==> src/rtl/alu_accumulator_ctrl.sv <==
// alu_accumulator_ctrl: command sequencer around an external 8-bit combinational ALU.
// Accepts one command at a time (valid/ready), drives the ALU operands from a
// running accumulator, and emits each new accumulator value downstream (valid/ready).
// Optional feature: define ALU_FLAGS_EN to build the zero/carry/negative flag logic;
// without it the flag ports are tied to 0.
module alu_accumulator_ctrl (
  input  logic       clk,
  input  logic       rst,
  input  logic       in_valid,
  output logic       in_ready,
  input  logic       in_load,
  input  logic [2:0] in_op,
  input  logic [7:0] in_data,
  output logic [7:0] ALU_A,
  output logic [7:0] ALU_B,
  output logic [2:0] ALU_Sel,
  input  logic [7:0] ALU_Result,
  output logic       out_valid,
  input  logic       out_ready,
  output logic [7:0] out_result,
  output logic       flag_z,
  output logic       flag_c,
  output logic       flag_n
);

  typedef enum logic [1:0] {StIdle, StExec, StHold} state_e;

  state_e     state_q;
  logic [7:0] acc_q;
  logic       load_q;
  logic [7:0] capture_w;

  // LOAD bypasses the ALU; its value already sits in ALU_B
  assign capture_w = load_q ? ALU_B : ALU_Result;
  assign in_ready  = (state_q == StIdle);

  // Sequencer: issue to ALU, capture into accumulator, hold result until consumed
  always_ff @(posedge clk) begin
    if (rst) begin
      state_q    <= StIdle;
      acc_q      <= 8'h00;
      load_q     <= 1'b0;
      ALU_A      <= 8'h00;
      ALU_B      <= 8'h00;
      ALU_Sel    <= 3'b000;
      out_valid  <= 1'b0;
      out_result <= 8'h00;
    end else begin
      unique case (state_q)
        StIdle: begin
          if (in_valid) begin
            ALU_A   <= acc_q;
            ALU_B   <= in_data;
            ALU_Sel <= in_op;
            load_q  <= in_load;
            state_q <= StExec;
          end
        end
        StExec: begin
          acc_q      <= capture_w;
          out_result <= capture_w;
          out_valid  <= 1'b1;
          state_q    <= StHold;
        end
        StHold: begin
          if (out_ready) begin
            out_valid <= 1'b0;
            state_q   <= StIdle;
          end
        end
        default: state_q <= StIdle;
      endcase
    end
  end

`ifdef ALU_FLAGS_EN
  logic [8:0] sum_w;
  logic       carry_w;

  assign sum_w = {1'b0, ALU_A} + {1'b0, ALU_B};

  // Carry for ADD, borrow for SUB; everything else (including LOAD) clears it
  always_comb begin
    carry_w = 1'b0;
    if (!load_q) begin
      if (ALU_Sel == 3'b000) begin
        carry_w = sum_w[8];
      end else if (ALU_Sel == 3'b001) begin
        carry_w = (ALU_A < ALU_B);
      end
    end
  end

  // Flags are captured on the same edge as out_result so they stay aligned
  always_ff @(posedge clk) begin
    if (rst) begin
      flag_z <= 1'b0;
      flag_c <= 1'b0;
      flag_n <= 1'b0;
    end else if (state_q == StExec) begin
      flag_z <= (capture_w == 8'h00);
      flag_c <= carry_w;
      flag_n <= capture_w[7];
    end
  end
`else
  assign flag_z = 1'b0;
  assign flag_c = 1'b0;
  assign flag_n = 1'b0;
`endif

endmodule
==> config.mk <==
export PLATFORM = sky130hd
export DESIGN_NAME = alu_accumulator_ctrl
export DESIGN_NICKNAME = d
export VERILOG_FILES = /design/src/rtl/alu_accumulator_ctrl.sv
export SDC_FILE = /design/constraint.sdc
export NUM_CORES = 1
export LEC_CHECK = 0
export CAP_MARGIN = 5
export CORE_MARGIN = 4
export CORE_UTILIZATION = 30
export CTS_CLUSTER_SIZE = 28
export DETAILED_ROUTE_END_ITERATION = 8
export GPL_TIMING_DRIVEN = 0
export PLACE_DENSITY = 0.63
export REMOVE_ABC_BUFFERS = 1
export SLEW_MARGIN = 10
export SYNTH_ARGS = -nofsm -noshare
export SYNTH_HDL_FRONTEND = slang
export SYNTH_SLANG_ARGS = --single-unit
==> constraint.sdc <==
create_clock -name clk -period 3.8 [get_ports clk]
set_clock_uncertainty 0.1 [all_clocks]
set_input_delay 0.57 -clock clk [delete_from_list [all_inputs] [get_ports clk]]
set_output_delay 0.57 -clock clk [all_outputs]
set_load 0.02 [all_outputs]
==> key figures, run 1 <==
Synthesis
  – Top post-synthesis cells by area: dfxtp_1 (51%), mux2i_1 (23%), nor2_1 (9.5%)
  – Avg Cell Area, Syn: 10.4 sq um
  – Yosys warning total: 0
  – Synthesis-stage register bit count: 31
  – Post-synth top area cell: dfxtp_1
  – Cell Area, Synth: 1230 sq um
  – Top cell type's share of synthesized area: 50.5%
  – Library cells used by synthesis: 17
  – Seq/Total Area, Yosys: 50.5%
  – Synth Instances: 118

Power
  – PwrDens: 427 nW/um^2
  – Sequential Power Share: 45.7%
  – Total power: 796 uW
  – Clk network pwr share: 34.8%
  – Peak VDD IR: 0.189 mV
  – Sw Pwr: 201 uW
  – Static leakage: 0.713 nW
  – Switching share of power: 25.2%
  – Combinational Power Share: 19.5%
  – Internal: 596 uW

Flow run
  – Max-cap viol count: 0

Timing
  – Final-report hold violation count: 0
  – Final Max Slew Viols: 0
  – Max_slew headroom: 26.5%
  – Final TNS setup: 0 ns
  – Min cycle time layout: 2.16 ns
  – Fin crit share: 56.9%
  – RSZ-0062 raised after global routing: false
  – Tightest Pin Transition: 1.10 ns
  – Count of final setup violators: 0
  – WHS: 0.388 ns
  – F_max: 463 MHz
  – Final worst setup slack: 1.64 ns

Place
  – Pre-CTS setup slack: 1.32 ns
  – Placed cell count: 210
  – Placement Cell Area: 1760 sq um
  – PortBufs: 52
  – HPWL Detailed: 2100 microns
  – RePlAce Congestion: 0.683

Floorplanning
  – Die Footprint: 5180 sq um
  – Initial cell density of the core: 32.3%
  – Die height: 72.0 microns
  – Row Count: 22
  – Core ar.: 3800 sq um
  – Ports: 56
  – Die Wd: 72.0 microns

Final layout
  – # nets final: 193
  – P&R area growth vs syn: 51.6%
  – Layout cells sized above 1: 7.06%
  – Most common cell after layout, fill and taps aside: clkdlybuf4s50_1
  – Utilization after layout: 49.0%
  – Diode count: 0
  – Final Instance Count excl. Fillers: 218
  – Most frequent cells in the layout: clkdlybuf4s50_1 (52), dfxtp_1 (31), nor2_1 (31)
  – Fillers: 337
  – Design Area, Final: 1860 sq um

Route
  – Vias: 988
  – Vias per cell: 4.53
  – Wire per inst: 13.2 microns
  – DR DRC count: 0
  – Post-route antenna net violation count: 0
  – Total Wirelength: 2870 microns
  – Pre-antenna DRT Iters: 4
  – Initial DRC count: 48

Clock tree
  – CTS tree: done
  – Setup bufs post-CTS: 0
  – Root buffer cell: clkbuf_8
  – Total clock buffers created by CTS: 5
  – Clk slew on worst S/H paths: 0.06 ns
  – CTS H-tree depth: 2
  – Sink Count: 31
  – Hold_buf cts: 0
  – Insertion delay to the later sink of the worst-skew pair: 0.27 ns
  – Post_cts resized: 0
  – Longest Clk Path Bufs: 2

Hold path
  – Worst Min Path Start: ALU_A[5]
  – Hold path endpoint: ALU_A[5]
  – Worst Hold Path Cells: 2
  – HP Class: reg2reg

Global routing
  – GRT Util Overall: 11.5%
  – First-pass GRT wire length: 4570 microns
  – Largest net degree at the start of global routing: 32
  – Number of global-route vias before repair: 1009
  – Initial antenna violation count: 0
  – Total congestion overflow: 0

Worst setup path
  – Critical-path cell list: clkdlybuf4s50_1, nor3b_4, buf_16, mux2i_1, nor2_1
  – CP Class: in2reg
  – R2R Setup Slk: 2.01 ns
  – Family with the most delay on the worst path: simple AND/OR/NAND/NOR gates
  – WP buf/inv: 2
  – Critical Path Fanout Max: 12
  – R2R Path End: ALU_B[4]
  – CP Launch Type: input pin
  – RR Startpoint: state_q[1]
  – FF-to-FF path depth: 4
  – CP arrival: 2.18 ns
  – Slowest-stage cell, CP: nor3b_4
  – Nature of the critical path endpoint: flop
  – Slowest stage delay, CP: 0.66 ns
  – Worst EP required: 3.82 ns

Outcome
  – Status: complete, no violations
==> how the worst max path moves through the flow <==
stage | from | end | slack, ns | depth (start not counted)
5_1_grt | in_valid | ALU_B[4] | 1.51 | 5
2_1_floorplan | in_valid | load_q | 1.90 | 3
3_5_place_dp | in_valid | ALU_B[4] | 1.32 | 5
6_report | in_valid | ALU_B[4] | 1.64 | 5
3_3_place_gp | in_valid | load_q | 1.10 | 4
4_1_cts | in_valid | ALU_B[4] | 1.58 | 5
==> metal layers <==
layer  GRT usage [%]  wire, microns
met1            12.7           1230
met5               0              0
met2            19.0           1350
met3            4.57            236
met4            6.26             56
==> cells in the mapped netlist <==
library cell,count
dfxtp_1,31
nor2_1,31
mux2i_1,28
a211oi_1,8
buf_4,4
clkbuf_1,3
buf_6,2
nor2b_1,2
a211oi_2,1
a21oi_1,1
buf_2,1
buf_8,1
conb_1,1
inv_1,1
nor2_2,1
nor3b_4,1
o21ai_0,1
==> cells by family after synthesis <==
group	synth area share [%]
simple gates	12.5
flops	50.5
compound gates	6.72
other cells	0.305
mux	22.8
buf+inv	7.13
==> state kept, by name (all words and copies together), names as in the netlist <==
register	cells
ALU_A	8
ALU_B	8
ALU_Sel	3
acc_q	8
load_q	1
out_valid	1
state_q	2
==> power by group through the flow <==
stage	sequential, mW	combinational, mW	clock (mW)
3_3_place_gp	0.369	0.150	0
3_5_place_dp	0.371	0.158	0
6_report	0.364	0.155	0.277
2_1_floorplan	0.390	0.0540	0
4_1_cts	0.364	0.158	0.287
5_1_grt	0.367	0.166	0.302
==> worst register-to-register path, cell delays in order (launching register included) <==
cell	delay (ns)
dfxtp_1	0.38
nor3b_4	0.69
buf_16	0.23
mux2i_1	0.19
nor2_1	0.05
==> final cells by class <==
| type | instances | area [sq um] | share of cell area [%] |
|---|---|---|---|
| Sequential cell | 31 | 621 | 33.3 |
| Tap cell | 48 | 60.1 | 3.22 |
| Multi-Input combinational cell | 77 | 531 | 28.5 |
| Timing Repair Buffer | 53 | 548 | 29.4 |
| Clock buffer | 8 | 100 | 5.37 |
| Inverter | 1 | 3.75 | 0.201 |
(Power assumes the default switching activity.)
==> run 2, diff against run 1 <==
Clock period 3.8 ns to 2.15 ns, I/O delays scaled along.
==> results of run 2 <==
Same layout as run 1 (identical final DEF). Status: complete, no violations.
Among the figures that moved: setup slack after placement 1.32 ns -> -0.0812 ns; setup slack after layout 1.64 ns -> 0.237 ns; register-to-register setup slack 2.01 ns -> 0.36 ns; total power 0.796 mW -> 1.41 mW; worst IR drop on VDD 0.189 mV -> 0.334 mV
==> run 3, diff against run 2 <==
Settings changed: CORE_MARGIN 4 to 2, SLEW_MARGIN 10 to default.
==> run 3 against run 2 <==
Critical path depth is 1 lower. Global-route usage rose by 2.5 points. Critical path type unchanged. Non-clock buffer count is the same. Total power is 6.3% higher. Setup slack got worse by 0.094 ns.
==> key figures, run 3 (synthesis gave the netlist of run 1 again) <==
Timing
  – Min cycle time layout: 2.01 ns
  – Count of final setup violators: 0
  – Tightest Pin Transition: 1.11 ns
  – RSZ-0062 raised after global routing: false
  – Final-report hold violation count: 0
  – Fin crit share: 93.4%
  – Final Max Slew Viols: 0
  – F_max: 498 MHz
  – Max_slew headroom: 25.8%
  – Final worst setup slack: 0.142 ns
  – Final TNS setup: 0 ns

Clock tree
  – Insertion delay to the later sink of the worst-skew pair: 0.28 ns
  – Post_cts resized: 0
  – Clk slew on worst S/H paths: 0.06 ns
  – Hold_buf cts: 0
  – Root buffer cell: clkbuf_8
  – Sink Count: 31
  – Setup bufs post-CTS: 0
  – CTS H-tree depth: 2
  – Total clock buffers created by CTS: 5
  – CTS tree: done
  – Longest Clk Path Bufs: 2

Hold path
  – Hold path endpoint: ALU_A[2]
  – Worst Min Path Start: ALU_A[2]
  – Worst Hold Path Cells: 2
  – HP Class: reg2reg

Power
  – Switching share of power: 24.4%
  – PwrDens: 797 nW/um^2
  – Clk network pwr share: 38.7%
  – Internal: 1.13 mW
  – Peak VDD IR: 0.396 mV
  – Combinational Power Share: 18.3%
  – Static leakage: 0.721 nW
  – Sw Pwr: 366 uW
  – Total power: 1.50 mW
  – Sequential Power Share: 43.0%

Place
  – HPWL Detailed: 2060 microns
  – Placement Cell Area: 1740 sq um
  – PortBufs: 52
  – Pre-CTS setup slack: -0.392 ns
  – RePlAce Congestion: 0.620

Floorplanning
  – Ports: 56
  – Initial cell density of the core: 30.9%
  – Row Count: 23
  – Die Wd: 68.0 microns
  – Die Footprint: 4620 sq um
  – Die height: 68.0 microns
  – Core ar.: 3970 sq um

Global routing
  – Initial antenna violation count: 0
  – Number of global-route vias before repair: 969
  – First-pass GRT wire length: 4510 microns
  – Largest net degree at the start of global routing: 32
  – GRT Util Overall: 14.0%
  – Total congestion overflow: 0

Worst setup path
  – Nature of the critical path endpoint: flop
  – Slowest-stage cell, CP: nor3b_2
  – RR Startpoint: state_q[1]
  – Worst EP required: 2.18 ns
  – Critical Path Fanout Max: 10
  – Slowest stage delay, CP: 0.87 ns
  – CP Launch Type: input pin
  – R2R Setup Slk: 0.26 ns
  – Family with the most delay on the worst path: simple AND/OR/NAND/NOR gates
  – CP arrival: 2.04 ns
  – Critical-path cell list: clkdlybuf4s50_1, nor3b_2, mux2i_1, nor2_1
  – CP Class: in2reg
  – FF-to-FF path depth: 3
  – R2R Path End: ALU_Sel[2]
  – WP buf/inv: 1

Route
  – Initial DRC count: 33
  – DR DRC count: 0
  – Post-route antenna net violation count: 0
  – Vias per cell: 4.52
  – Pre-antenna DRT Iters: 4
  – Vias: 1000
  – Wire per inst: 14.0 microns
  – Total Wirelength: 3090 microns

Final layout
  – Design Area, Final: 1880 sq um
  – Layout cells sized above 1: 7.60%
  – P&R area growth vs syn: 52.7%
  – Most frequent cells in the layout: clkdlybuf4s50_1 (52), dfxtp_1 (31), nor2_1 (31)
  – Multi-input logic area: 541 sq um
  – # nets final: 194
  – Utilization after layout: 47.3%
  – Most common cell after layout, fill and taps aside: clkdlybuf4s50_1
  – Fillers: 374
  – Diode count: 0
  – Top flop regs: ALU_A x8, ALU_B x8, acc_q x8
  – Sequential Area: 621 sq um

Flow run
  – Max-cap viol count: 0

Outcome
  – Status: complete, no violations
run 3: how the worst max path moves through the flow:
stage	startpoint	to	cells after the start
6_report	in_valid	ALU_Sel[2]	4
5_1_grt	in_valid	ALU_A[2]	4
4_1_cts	state_q[0]	acc_q[5]	3
3_5_place_dp	in_valid	ALU_A[1]	4
3_3_place_gp	in_valid	ALU_B[3]	4
2_1_floorplan	state_q[1]	load_q	3
run 3: layer usage:
layer,wire (microns),global-route usage [%],up-vias
met5,0,0,-
met4,72,8.25,0
met3,222,4.28,9
met2,1510,24.9,41
met1,1290,14.5,452
li1,-,-,498
run 3: power by group through the flow:
stage               Clock (mW)  Combinational (mW)  Sequential, mW
finish                   0.579               0.273           0.644
global route             0.624               0.296           0.649
CTS                      0.599               0.275           0.645
detailed placement           0               0.270           0.656
global placement             0               0.264           0.653
floorplan                    0              0.0955           0.689
run 3: through the flow:
step / cells / hold WS (ns)
global route: 221 / 0.425
finish: 221 / 0.397
floorplan: 109 / 0.287
global placement: 211 / 0.371
CTS: 220 / 0.401
detailed placement: 211 / 0.386
run 3: area by class of cell:
cell class / instances / area share, %
clock inverter: 2 / 1.87
clock buffer: 6 / 4.40
inverter: 1 / 0.200
tap: 50 / 3.33
sequential: 31 / 33.1
timing repair buffer: 53 / 28.3
multi-input combinational: 78 / 28.8
run 3: worst min-delay path, stage by stage (launching register included):
cell	delay (ns)
dfxtp_1	0.32
mux2i_1	0.06
nor2_1	0.08
